### config.mk
export PLATFORM = sky130hd
export DESIGN_NAME = lock_supervisor_flat
export DESIGN_NICKNAME = d
export VERILOG_FILES = /design/src/rtl/lock_pkg.sv /design/src/rtl/lock_supervisor_if.sv /design/src/rtl/lock_tick_timer.sv /design/src/rtl/lock_supervisor.sv /design/src/flat_wrapper.sv
export SDC_FILE = /design/constraint.sdc
export NUM_CORES = 1
export LEC_CHECK = 0
export CORE_UTILIZATION = 51
export CTS_BUF_LIST = sky130_fd_sc_hd__clkbuf_4 sky130_fd_sc_hd__clkbuf_8 sky130_fd_sc_hd__clkbuf_16
export DETAILED_ROUTE_END_ITERATION = 10
export PLACE_DENSITY = 0.86
export SLEW_MARGIN = 0
export SYNTH_ARGS = -nofsm -noshare
export SYNTH_HDL_FRONTEND = slang
export SYNTH_SLANG_ARGS = --single-unit
export TNS_END_PERCENT = 50
### constraint.sdc
create_clock -name clk -period 1.89 [get_ports clk]
set_input_delay 0.4725 -clock clk [delete_from_list [all_inputs] [get_ports clk]]
set_output_delay 0.4725 -clock clk [all_outputs]
set_load 0.1 [all_outputs]
### src/rtl/lock_pkg.sv
// lock_pkg: shared types and defaults for the code-lock supervisor.
//   lock_state_e   - 2-bit supervisor state (IDLE/OPEN/LOCKOUT/ALARM)
//   DEF_*          - default parameter values for lock_supervisor
//   state_code()   - state_o / LED encoding of a state
package lock_pkg;

    typedef enum logic [1:0] {
        ST_IDLE    = 2'd0,
        ST_OPEN    = 2'd1,
        ST_LOCKOUT = 2'd2,
        ST_ALARM   = 2'd3
    } lock_state_e;

    localparam int DEF_MAX_FAIL      = 3;
    localparam int DEF_OPEN_TICKS    = 10;
    localparam int DEF_LOCKOUT_TICKS = 30;
    localparam int DEF_TICK_W        = 8;

    // Encoding shared by the debug port and the status-LED decoder.
    function automatic logic [1:0] state_code(input lock_state_e s);
        return s;
    endfunction

endpackage

### src/rtl/lock_supervisor_if.sv
// lock_supervisor_if: link between the code-entry/compare block and the
// supervisor.
//   attempt_done - one-cycle pulse from the entry block: an entry was compared
//   attempt_ok   - compare result, meaningful only while attempt_done=1
//   key_en       - from the supervisor: 1 = entry block may accept keypad strobes
//
// Handshake: key_en acts as "ready" and attempt_done as "valid". An attempt is
// consumed only on a cycle where attempt_done=1 and key_en=1; a pulse seen
// while key_en=0 is discarded, never queued. key_en falls on the same edge
// that door_open or locked_out rises.
// Modports: master = entry block, slave = lock_supervisor.
interface lock_supervisor_if;
    logic attempt_done;
    logic attempt_ok;
    logic key_en;

    modport master (output attempt_done, output attempt_ok, input key_en);
    modport slave  (input attempt_done, input attempt_ok, output key_en);
endinterface

### src/rtl/lock_tick_timer.sv
// lock_tick_timer: loadable down-counter on a tick time base.
//   clk, rst    - clock, synchronous active-high reset (count -> 0)
//   load_i      - load load_val_i this cycle (has priority over counting)
//   load_val_i  - value to load
//   en_i        - counting enabled (owner state is timing)
//   tick_i      - one-cycle time-base pulse; decrements when enabled
//   zero_o      - counter is 0 after this cycle's decrement (load ignored)
module lock_tick_timer #(
    parameter int TICK_W = 8
) (
    input  logic              clk,
    input  logic              rst,
    input  logic              load_i,
    input  logic [TICK_W-1:0] load_val_i,
    input  logic              en_i,
    input  logic              tick_i,
    output logic              zero_o
);

    logic [TICK_W-1:0] count_q;
    logic [TICK_W-1:0] count_d;

    always_comb begin
        count_d = count_q;
        if (load_i) begin
            count_d = load_val_i;
        end else if (en_i && tick_i && (count_q != '0)) begin
            // Saturates at 0: never wraps.
            count_d = count_q - TICK_W'(1);
        end
    end

    // Post-decrement zero: true on the cycle the count goes 1 -> 0. Computed
    // from count_q only so the owner FSM sees no path through its own load.
    assign zero_o = (count_q == '0) ||
                    (en_i && tick_i && (count_q == TICK_W'(1)));

    always_ff @(posedge clk) begin
        if (rst) begin
            count_q <= '0;
        end else begin
            count_q <= count_d;
        end
    end

endmodule

### src/rtl/lock_supervisor.sv
// lock_supervisor: sequencing controller for the six-digit code lock.
// Consumes attempt results, opens the door on success, and imposes a timed
// keypad lockout after MAX_FAIL consecutive failures.
//   clk, rst     - clock, synchronous active-high reset
//   tick         - one-cycle time-base pulse
//   relock_req   - level, manual "lock now" (also supervisor reset key in ALARM)
//   ent          - lock_supervisor_if.slave: attempt_done/attempt_ok in, key_en out
//   door_open    - lock actuator released
//   locked_out   - lockout LED (also lit in ALARM)
//   fail_cnt     - consecutive-failure count, saturating at MAX_FAIL
//   state_o      - encoded state: 0 IDLE, 1 OPEN, 2 LOCKOUT, 3 ALARM
//   alarm        - alarm output
// Build option: LOCK_ALARM_EN -- reaching MAX_FAIL enters ALARM (held until
// relock_req, then LOCKOUT) instead of going straight to LOCKOUT. Without it,
// ALARM is unreachable and alarm stays 0.
// All outputs are registered from the next-state values, so they change on
// the same edge as the state.
module lock_supervisor
    import lock_pkg::*;
#(
    parameter int MAX_FAIL      = DEF_MAX_FAIL,
    parameter int OPEN_TICKS    = DEF_OPEN_TICKS,
    parameter int LOCKOUT_TICKS = DEF_LOCKOUT_TICKS,
    parameter int TICK_W        = DEF_TICK_W
) (
    input  logic                     clk,
    input  logic                     rst,
    input  logic                     tick,
    input  logic                     relock_req,
    lock_supervisor_if.slave         ent,
    output logic                     door_open,
    output logic                     locked_out,
    output logic [3:0]               fail_cnt,
    output logic [1:0]               state_o,
    output logic                     alarm
);

    localparam logic [3:0]        MAX_FAIL_C   = 4'(MAX_FAIL);
    localparam logic [TICK_W-1:0] OPEN_LD      = TICK_W'(OPEN_TICKS);
    localparam logic [TICK_W-1:0] LOCKOUT_LD   = TICK_W'(LOCKOUT_TICKS);

    lock_state_e       state_q, state_d;
    logic [3:0]        fail_cnt_q, fail_cnt_d;
    logic              key_en_q, door_open_q, locked_out_q, alarm_q;
    logic [1:0]        state_code_q;
    logic              alarm_d;

    logic              tmr_load;
    logic [TICK_W-1:0] tmr_load_val;
    logic              tmr_en;
    logic              tmr_zero;

    // OPEN and LOCKOUT never overlap, so one counter serves both.
    assign tmr_en = (state_q == ST_OPEN) || (state_q == ST_LOCKOUT);

    lock_tick_timer #(
        .TICK_W (TICK_W)
    ) u_timer (
        .clk        (clk),
        .rst        (rst),
        .load_i     (tmr_load),
        .load_val_i (tmr_load_val),
        .en_i       (tmr_en),
        .tick_i     (tick),
        .zero_o     (tmr_zero)
    );

    always_comb begin
        state_d      = state_q;
        fail_cnt_d   = fail_cnt_q;
        tmr_load     = 1'b0;
        tmr_load_val = '0;
        case (state_q)
            ST_IDLE: begin
                // tick has no effect here; only attempts move the FSM.
                if (ent.attempt_done) begin
                    if (ent.attempt_ok) begin
                        fail_cnt_d   = '0;
                        tmr_load     = 1'b1;
                        tmr_load_val = OPEN_LD;
                        state_d      = ST_OPEN;
                    end else if ((fail_cnt_q + 4'd1) >= MAX_FAIL_C) begin
                        fail_cnt_d   = MAX_FAIL_C;
                        tmr_load     = 1'b1;
                        tmr_load_val = LOCKOUT_LD;
`ifdef LOCK_ALARM_EN
                        state_d      = ST_ALARM;
`else
                        state_d      = ST_LOCKOUT;
`endif
                    end else begin
                        fail_cnt_d   = fail_cnt_q + 4'd1;
                    end
                end
            end
            ST_OPEN: begin
                // Relock and expiry on the same cycle give one plain exit.
                if (relock_req || tmr_zero) begin
                    state_d = ST_IDLE;
                end
            end
            ST_LOCKOUT: begin
                if (tmr_zero) begin
                    fail_cnt_d = '0;
                    state_d    = ST_IDLE;
                end
            end
            ST_ALARM: begin
`ifdef LOCK_ALARM_EN
                if (relock_req) begin
                    tmr_load     = 1'b1;
                    tmr_load_val = LOCKOUT_LD;
                    state_d      = ST_LOCKOUT;
                end
`else
                // Unreachable in this build; fall back to a safe state.
                state_d = ST_IDLE;
`endif
            end
            default: state_d = ST_IDLE;
        endcase
    end

`ifdef LOCK_ALARM_EN
    assign alarm_d = (state_d == ST_ALARM);
`else
    assign alarm_d = 1'b0;
`endif

    always_ff @(posedge clk) begin
        if (rst) begin
            state_q      <= ST_IDLE;
            fail_cnt_q   <= '0;
            key_en_q     <= 1'b1;
            door_open_q  <= 1'b0;
            locked_out_q <= 1'b0;
            alarm_q      <= 1'b0;
            state_code_q <= state_code(ST_IDLE);
        end else begin
            state_q      <= state_d;
            fail_cnt_q   <= fail_cnt_d;
            key_en_q     <= (state_d == ST_IDLE);
            door_open_q  <= (state_d == ST_OPEN);
            locked_out_q <= (state_d == ST_LOCKOUT) || (state_d == ST_ALARM);
            alarm_q      <= alarm_d;
            state_code_q <= state_code(state_d);
        end
    end

    assign ent.key_en = key_en_q;
    assign door_open  = door_open_q;
    assign locked_out = locked_out_q;
    assign fail_cnt   = fail_cnt_q;
    assign state_o    = state_code_q;
    assign alarm      = alarm_q;

endmodule

### src/flat_wrapper.sv
// flat-port wrapper written by rule: the top's interface ports become plain ports
module lock_supervisor_flat import lock_pkg::*;
#(
    parameter int MAX_FAIL      = DEF_MAX_FAIL,
    parameter int OPEN_TICKS    = DEF_OPEN_TICKS,
    parameter int LOCKOUT_TICKS = DEF_LOCKOUT_TICKS,
    parameter int TICK_W        = DEF_TICK_W
)
  (clk, rst, tick, relock_req, door_open, locked_out, fail_cnt, state_o, alarm, ent_attempt_done, ent_attempt_ok, ent_key_en);
  lock_supervisor_if ent_i ();
  input  logic clk;
  input  logic rst;
  input  logic tick;
  input  logic relock_req;
  output logic door_open;
  output logic locked_out;
  output logic [3:0] fail_cnt;
  output logic [1:0] state_o;
  output logic alarm;
  input wire logic [$bits(ent_i.attempt_done)-1:0] ent_attempt_done;
  input wire logic [$bits(ent_i.attempt_ok)-1:0] ent_attempt_ok;
  output wire logic [$bits(ent_i.key_en)-1:0] ent_key_en;
  assign ent_i.attempt_done = ent_attempt_done;
  assign ent_i.attempt_ok = ent_attempt_ok;
  assign ent_key_en = ent_i.key_en;
  lock_supervisor #(.MAX_FAIL(MAX_FAIL), .OPEN_TICKS(OPEN_TICKS), .LOCKOUT_TICKS(LOCKOUT_TICKS), .TICK_W(TICK_W)) u_core (.clk(clk), .rst(rst), .tick(tick), .relock_req(relock_req), .ent(ent_i), .door_open(door_open), .locked_out(locked_out), .fail_cnt(fail_cnt), .state_o(state_o), .alarm(alarm));
endmodule
# Word-level counts from Yosys, hierarchy flattened
# Index checks and enable logic that the tools add are counted.
dict set report totals {
  input_bits 6
  regBits 17
  latch_bits 0
  memories 0
  ramBits 0
  output_inout_bits 10
  rom_bits 0
}
dict set report op_classes {
  n_shift 0
  eq_ne 9
  mux 21
  n_bitwise 0
  n_addsub 2
  n_mul 0
  order_cmp 1
  n_div 0
  reduce_logical 14
}
# operator n
set ops {}
lappend ops {{8-bit two-way mux} 5}
lappend ops {{4-bit two-way mux} 4}
lappend ops {{2-bit two-way mux} 5}
lappend ops {{2-bit == test (second input constant)} 4}
lappend ops {{8-bit by 1-bit == test with 1-bit output (second input constant)} 1}
lappend ops {{8-bit logical NOT} 1}
lappend ops {{2-bit one-hot mux with 4 select lines} 1}
lappend ops {{4-bit one-hot mux with 2 select lines} 1}
lappend ops {{8-bit nonzero test} 1}
lappend ops {{8-bit by 1-bit subtractor with 8-bit output (second input constant)} 1}
lappend ops {{5-bit two-way mux} 1}
lappend ops {{4-bit by 1-bit adder with 4-bit output (second input constant)} 1}
lappend ops {{2-bit by 1-bit == test with 1-bit output (second input constant)} 2}
lappend ops {{4-bit by 2-bit >= comparator with 1-bit output (second input constant)} 1}
lappend ops {{2-bit logical NOT} 2}
lappend ops {{1-bit logical OR} 4}
lappend ops {{1-bit two-way mux} 4}
lappend ops {{2-bit nonzero test} 2}
lappend ops {{1-bit logical AND} 3}
lappend ops {{3-bit AND reduction} 1}
lappend ops {{2-bit by 1-bit inequality test with 1-bit output (second input constant)} 1}
lappend ops {{2-bit inequality test (second input constant)} 1}

# Logic depth before layout (Yosys ltp)
# Gate-level depths: netlist (run 1).
dict set report depth {
  word_depth 10
  mapped_depth 7
}

# Cells and area by module
# A second synthesis (run 1) with hierarchy kept.
dict set report hier_totals {
  hier_cells 116
  hier_area_um2 1009.7
}
# mod cells_per_inst instances area_each_um2
set modules_own_cells {}
lappend modules_own_cells {lock_supervisor 56 1 513.0}
lappend modules_own_cells {lock_tick_timer 60 1 496.7}

# Worst setup path after synthesis (run 1)
# No wires, ideal clock.
dict set report synth_timing {
  path_type {register to register}
  start {register u_core.fail_cnt_q[0] (netlist: u_core.fail_cnt[0])}
  end {register u_core.u_timer.count_q[4]}
  arrival_time_ns 2.349
  required_ns 1.774
  setup_ns 0.116
  synth_period_minus_slack_ns 2.465
  path_stages_with_launch 6
  slack_ns -0.575
  path_cell_list {dfxtp_1 -> ha_1 -> a41oi_1 -> o311a_1 -> or3_1 -> o211a_1}
}
dict set report synth_between {
  elab_chain_len 7
}
# element line
set synth_rtl {}
lappend synth_rtl {{from (decl)} lock_supervisor.sv:43} ;# logic [3:0] fail_cnt_q, fail_cnt_d;
lappend synth_rtl {{from (signal assigned)} lock_supervisor.sv:141} ;# fail_cnt_q <= fail_cnt_d;
lappend synth_rtl {{4-bit by 1-bit adder with 4-bit output *} lock_supervisor.sv:82} ;# end else if ((fail_cnt_q + 4'd1) >= MAX_FAIL_C) begin
lappend synth_rtl {{4-bit by 2-bit >= comparator with 1-bit output *} lock_supervisor.sv:82}
lappend synth_rtl {{5-bit two-way mux / 1-bit two-way mux (equally long branches)} lock_supervisor.sv:82}
lappend synth_rtl {{8-bit two-way mux / 1-bit two-way mux (equally long branches)} lock_supervisor.sv:77} ;# if (ent.attempt_ok) begin
lappend synth_rtl {{8-bit two-way mux / 1-bit two-way mux (equally long branches)} lock_supervisor.sv:76} ;# if (ent.attempt_done) begin
lappend synth_rtl {{8-bit two-way mux / 1-bit two-way mux (equally long branches)} lock_supervisor.sv:73} ;# case (state_q)
lappend synth_rtl {{8-bit two-way mux / 2-bit nonzero test (equally long branches)} n/a}
lappend synth_rtl {{to (signal assigned)} lock_tick_timer.sv:42} ;# count_q <= count_d;
lappend synth_rtl {{to (decl)} lock_tick_timer.sv:20} ;# logic [TICK_W-1:0] count_q;
# Every way passes the cells marked *; elsewhere a longest branch is shown, timed or not.
# A chain may end at the register's enable or synchronous reset.

# Final worst setup path (run 1)
dict set report layout_timing {
  start {register u_core.u_timer.count_q[6]}
  end {register u_core.door_open_q (netlist: u_core.door_open)}
}
dict set report layout_between {
  elab_chain_len 7
}
# element line
set layout_rtl {}
lappend layout_rtl {{8-bit by 1-bit == test with 1-bit output} lock_tick_timer.sv:36} ;# (en_i && tick_i && (count_q == TICK_W'(1)));
lappend layout_rtl {{1-bit logical AND} lock_tick_timer.sv:36}
lappend layout_rtl {{1-bit logical OR *} lock_tick_timer.sv:35} ;# assign zero_o = (count_q == '0) ||
lappend layout_rtl {{1-bit logical OR} lock_supervisor.sv:98} ;# if (relock_req || tmr_zero) begin
lappend layout_rtl {{2-bit two-way mux} lock_supervisor.sv:98}
lappend layout_rtl {{2-bit one-hot mux with 4 select lines *} lock_supervisor.sv:73}
lappend layout_rtl {{2-bit by 1-bit == test with 1-bit output *} lock_supervisor.sv:143} ;# door_open_q <= (state_d == ST_OPEN);
lappend layout_rtl {{to (signal assigned)} lock_supervisor.sv:143}
lappend layout_rtl {{to (decl)} lock_supervisor.sv:44} ;# logic key_en_q, door_open_q, locked_out_q, alarm_q;
# Marked as above.

==> metrics.txt, run 1 <==
Final Cycle Share=97.60%; RSZ-0062 raised after global routing=false; number of global-route vias before repair=848; worst flop-to-flop path startpoint=u_core.u_timer.count_q[6]; width of the chip=45.83 um; number of inserted diodes=0; Worst setup EP type=register; Leak=0.0005342 uW; final instance area=1379 um^2; worst reg2reg endpoint=u_core.door_open; Worst Hold Class=reg -> reg; Cell Pwr Density=718.2 nW/um^2; Synthesis Warnings=0; Total Routing Usage GR=24.98%; Post-synth top cells=17 x dfxtp_1, 10 x nor2_1, 8 x a21oi_1, 8 x nand2_1; ys async rst share=0%; via density per instance=5.832; Distinct cells, synth=43; Hold Path End=u_core.fail_cnt[1]; reg2reg path depth=5; Die Area=2100 um^2; Post-CTS Hold Fix Bufs=0; I/O Buffers=14; Synth area leader=dfxtp_1; Placer Congestion=0.9158; Clock Tree Buf Depth=2; Initial Util=55.53%; hold_sp=u_core.fail_cnt[1]; crit-path cells=or4_4 > o32a_1 > nor2_1 > nor3b_2 > and2_1; FF-to-FF setup slack=0.05 ns; TritonCTS Buffers=3; fin crit period=1.845 ns; largest net degree at the start of global routing=10; Final Non-Filler Cells=161; Final Hold Vio Count=0; initial antenna violation count=0; worst hold slack=0.5183 ns; io pins=16; pre-CTS setup slack=-0.1292 ns; FP Rows=15; layout cells sized above 1=34.56%; WL final=2353 um; most frequent cell after synthesis=dfxtp_1; detailed placement HPWL=1801 um; worst setup margin=0.04527 ns; MaxCap Viol Count=0; core footprint=1764 um^2; DIE HEIGHT=45.83 um; Fillers=124; mean cell area of the mapped netlist=8.906 um^2; Worst Hold Depth=2; synthesized flop and latch total=17; CP max FO=4; drt drc=0; sequential-to-total area share from yosys stat=34.74%; worst skew pair latency=0.30 ns; CP max stage delay=0.57 ns; CP Class=reg -> reg; Syn Std Cell Area=979.7 um^2; placed cells=156; root buf cell=clkbuf_4; DR WL/cell=14.61 um; CP required=2.09 ns; total congestion overflow=0; first-pass GRT wire length=3657 um; Clk pin slew, worst setup/hold paths=0.10 ns; CP max stage cell=or4_4; CP startpoint kind=register; Post-Synthesis Cells=110; top area cells in the synthesized netlist=dfxtp_1 35%, ha_1 8.9%, a21oi_1 4.1%; Final setup viols=0; Buf/Inv on CP=0; WP data arrival=2.05 ns; H-tree depth=1; Max Clk Rate=0.5421 GHz; outcome=finished, final reports clean; CTS tree=built; main flop type after synthesis=dfxtp_1; syn nets=123; via count=939; number of synthesized flops with an enable pin=0; Initial DRC Count=32; Total Nets Final=150; Synth-to-Final Area Change=40.74%; cell family with most CP delay=simple AND/OR/NAND/NOR gates; worst vdd ir=575.4 uV; Setup Skew=0.004519 ns; clk sinks=17; Pre-Repair DR Iteration Count=4; Final Max Tran Viols=0; Post-DP Area=1308 um^2; Slew @ Worst Pin=0.5991 ns; proportion of netlist area held by the largest area contributor=34.74%; Worst slew margin=59.69%; DRT antenna net count=0
==> worst reg2reg max path: stages, from the launching register on <==
cell and delay (ns):
dfxtp_1 0.35, or4_4 0.57, o32a_1 0.39, nor2_1 0.18
nor3b_2 0.10, and2_1 0.16
==> placed cells by master (no fill, tap or decap), types with 2 or more instances in the layout <==
master | synthesis | final
nand2_1 | 8 | 8
and2_1 | 3 | 3
a21oi_1 | 8 | 7
o21ai_0 | 4 | 4
buf_4 | 1 | 10
nand2b_1 | 2 | 2
xor2_1 | 3 | 3
a21oi_2 | 1 | 2
nor2_2 | 2 | 2
clkbuf_4 | 0 | 4
nor2_1 | 10 | 10
or2_2 | 2 | 2
nand3_1 | 2 | 2
dfxtp_1 | 17 | 11
clkdlybuf4s50_1 | 0 | 5
ha_1 | 7 | 5
ha_2 | 0 | 2
a211oi_1 | 3 | 3
inv_1 | 7 | 7
xnor2_1 | 2 | 2
dfxtp_4 | 0 | 5
buf_12 | 0 | 9
==> worst max-delay path by stage <==
stage	slack, ns	start	to	cells after the start
final	0.05	u_core.u_timer.count_q[6]	u_core.door_open	5
after global routing	0.007	u_core.u_timer.count_q[0]	u_core.u_timer.count_q[4]	7
after detailed placement	-0.13	ent_attempt_ok	u_core.u_timer.count_q[4]	4
after floorplan	0.02	u_core.fail_cnt[0]	u_core.u_timer.count_q[4]	5
after global placement	-0.04	ent_attempt_ok	u_core.u_timer.count_q[4]	4
after CTS	0.04	u_core.u_timer.count_q[0]	u_core.u_timer.count_q[2]	7
==> flip-flops by register name (all words and copies together) (netlist names) <==
| register | cells |
|---|---|
| u_core.door_open | 1 |
| u_core.ent.key_en | 1 |
| u_core.fail_cnt | 4 |
| u_core.locked_out | 1 |
| u_core.state_q | 2 |
| u_core.u_timer.count_q | 8 |
==> stage by stage <==
stage / setup TNS [ns] / power [uW] / util [%]
6_report: 0 / 990.3 / 78.16
5_1_grt: 0 / 1032 / 78.16
4_1_cts: 0 / 969.2 / 75.82
3_5_place_dp: -0.3646 / 757.7 / 74.11
3_3_place_gp: -0.04127 / 742.0 / 74.11
2_1_floorplan: 0 / 644.2 / -
==> per-layer routing <==
metal	share of wire [%]	global-route usage (%)
met5	0	0
met4	3.5	12.35
met3	3.7	4.762
met2	51	41.43
met1	42	30.62
==> where the power goes <==
| group | leakage [uW] | switching (uW) | internal (uW) | total (uW) |
|---|---|---|---|---|
| Combinational | 0.000373 | 206 | 151 | 356 |
| Sequential | 0.000143 | 38.6 | 382 | 420 |
| Clock | 0.0000184 | 117 | 96.7 | 214 |
==> cells by family after synthesis <==
kind of cell / synth area share (%)
simple gates: 21.84
buf+inv: 4.854
compound gates: 24.78
fa+ha+maj: 8.940
xor+xnor: 4.471
flops: 34.74
other cells: 0.3828
==> cell type report <==
type	instances	area (um^2)	share of cell area, %
Clock buffer	4	30.03	2.178
Inverter	7	26.28	1.906
Multi-Input combinational cell	84	625.6	45.37
Sequential cell	17	360.3	26.13
Tap cell	25	31.28	2.269
Timing Repair Buffer	24	305.3	22.14
==> repair_timing <==
action                     CTS  global route
gates resized for setup      0             7
buffers inserted             0             1
setup endpoints to repair    0             2
(Power assumes the default switching activity.)
==> run 2, diff against run 1 <==
Settings changed: CORE_UTILIZATION 51 to 46, PLACE_DENSITY 0.86 to 0.82.
Clock period 1.89 ns to 1.5 ns, I/O delays scaled along.
==> metrics.txt, run 2 (synthesis results as in run 1) <==
Synth-to-Final Area Change=79.18% (was 40.74%); Die Area=2318 um^2 (was 2100 um^2); Leak=0.0007085 uW (was 0.0005342 uW); Clock Tree Buf Depth=2 (unchanged); Setup Skew=0.002324 ns (was 0.004519 ns); first-pass GRT wire length=5257 um (was 3657 um); io pins=16 (unchanged); core footprint=1982 um^2 (was 1764 um^2); crit-path cells=or4_4 > o32a_1 > o211ai_2 > buf_4 > and2_1 (was or4_4 > o32a_1 > nor2_1 > nor3b_2 > and2_1); Final Cycle Share=123.1% (was 97.60%); CP max stage delay=0.57 ns (about the same); Biggest register=u_core.u_timer.count_q (unchanged); number of flip-flops in the largest register=8 (unchanged); TritonCTS Buffers=3 (unchanged); Register Area=366.6 um^2 (was 360.3 um^2); DRT antenna net count=0 (unchanged); Total Routing Usage GR=35.35% (was 24.98%); final core utilization=88.57% (was 78.16%); leading cell type in the layout, fill and taps excluded=buf_4 (was dfxtp_1); Placer Congestion=0.8389 (was 0.9158); width of the chip=48.15 um (was 45.83 um); Pre-Repair DR Iteration Count=4 (unchanged); most frequent cells in the layout=41 x buf_4, 9 x nor2_1, 9 x buf_12 (was 11 x dfxtp_1, 10 x nor2_1, 10 x buf_4); Sw Share=38.66% (was 36.47%); outcome=finished with violations (was finished, final reports clean); Total Nets Final=181 (was 150); Fillers=92 (was 124); Final setup viols=17 (was 0); number of inserted diodes=0 (unchanged); internal power=900.6 uW (was 629.2 uW); clock group share of total power=19.0% (was 21.6%); worst skew pair latency=0.31 ns (was 0.30 ns); Max Clk Rate=0.5414 GHz (was 0.5421 GHz); area of the multi-input gates=760.7 um^2 (was 625.6 um^2); DR WL/cell=20.35 um (was 14.61 um); Final Non-Filler Cells=194 (was 161); RSZ-0062 raised after global routing=true (was false); DIE HEIGHT=48.15 um (was 45.83 um); Comb pwr share=45.8% (was 36.0%); H-tree depth=1 (unchanged); number of global-route vias before repair=1,139 (was 848); root buf cell=clkbuf_4 (unchanged); Worst Hold Class=reg -> reg (unchanged); total congestion overflow=0 (unchanged); Clk pin slew, worst setup/hold paths=0.10 ns (about the same); Initial Util=49.43% (was 55.53%); failing checks=setup timing; Final Hold Vio Count=0 (unchanged); initial antenna violation count=0 (unchanged); placed cells=185 (was 156); FP Rows=16 (was 15); Initial DRC Count=74 (was 32); MaxCap Viol Count=0 (unchanged); switching power=567.5 uW (was 361.1 uW); clk sinks=17 (unchanged); Worst setup EP type=register (unchanged); Cell Pwr Density=836.3 nW/um^2 (was 718.2 nW/um^2); WP data arrival=2.10 ns (was 2.05 ns); fin crit period=1.847 ns (was 1.845 ns); CP startpoint kind=register (unchanged); worst vdd ir=710.9 uV (was 575.4 uV); CTS tree=built (unchanged); Final Max Tran Viols=0 (unchanged); via count=1,165 (was 939); Post-CTS Hold Fix Bufs=0 (unchanged); detailed placement HPWL=2490 um (was 1801 um); layout cells sized above 1=56.29% (was 34.56%); WL final=3947 um (was 2353 um); worst setup margin=-0.3470 ns (was 0.04527 ns); via density per instance=6.005 (was 5.832); CP max FO=3 (was 4); CP required=1.76 ns (was 2.09 ns); CP Class=reg -> reg (unchanged); drt drc=0 (unchanged); largest net degree at the start of global routing=10 (unchanged); Flop pwr share=35.2% (was 42.5%); CP max stage cell=or4_4 (unchanged); I/O Buffers=14 (unchanged)
[run 2: layout make-up]
cell class | count | area share [%]
well taps | 27 | 1.924
inverters | 7 | 1.497
clock buffers | 4 | 1.711
multi-input cells | 84 | 43.34
repair buffers | 55 | 30.65
flip-flops and latches | 17 | 20.88
[run 2: timing repair]
| action | CTS | global route |
|---|---|---|
| gates resized for setup | 19 | 12 |
| endpoints found under the setup margin | 17 | 17 |
| pin swaps | 5 | 2 |
| buffers inserted | 1 | 4 |
[run 2: through the flow]
stage	power, uW	hold slack (ns)	TNS [ns]	worst slack, ns	instance area [um^2]
2_1_floorplan	812.1	0.5080	-4.233	-0.3564	1027
3_3_place_gp	1010	0.5800	-3.763	-0.2967	1540
3_5_place_dp	1043	0.5931	-5.155	-0.3931	1540
4_1_cts	1395	0.5928	-2.313	-0.2366	1675
5_1_grt	1517	0.6165	-4.581	-0.3612	1755
6_report	1468	0.6012	-3.707	-0.3470	1755
[run 2: per-layer routing]
layer  track usage, %  wire length, um
met5                0                0
met4            29.44              256
met3            11.48              269
met2            61.60             2027
met1            33.26             1394
[run 2: worst paths after layout]
check                                          startpoint                   endpoint  slack [ns]  depth (start not counted)
worst max-delay path            u_core.u_timer.count_q[6]           u_core.door_open       -0.35                          5
worst max register to register  u_core.u_timer.count_q[6]           u_core.door_open       -0.35                          5
worst min register to register  u_core.u_timer.count_q[1]  u_core.u_timer.count_q[1]        0.60                          2
worst min-delay path            u_core.u_timer.count_q[1]  u_core.u_timer.count_q[1]        0.60                          2
[run 2: power groups by stage]
stage               logic [uW]  registers, uW  clock network [uW]
floorplan                  201            611                   0
global placement           494            516                   0
detailed placement         524            519                   0
CTS                        601            512                 282
global route               697            520                 301
finish                     673            516                 279
[run 2: worst max-delay path, delay by kind of cell (launching register included)]
family,cells,cell delay (ns)
compound gates,2,0.62
buf+inv,1,0.17
flops,1,0.33
simple gates,2,0.68
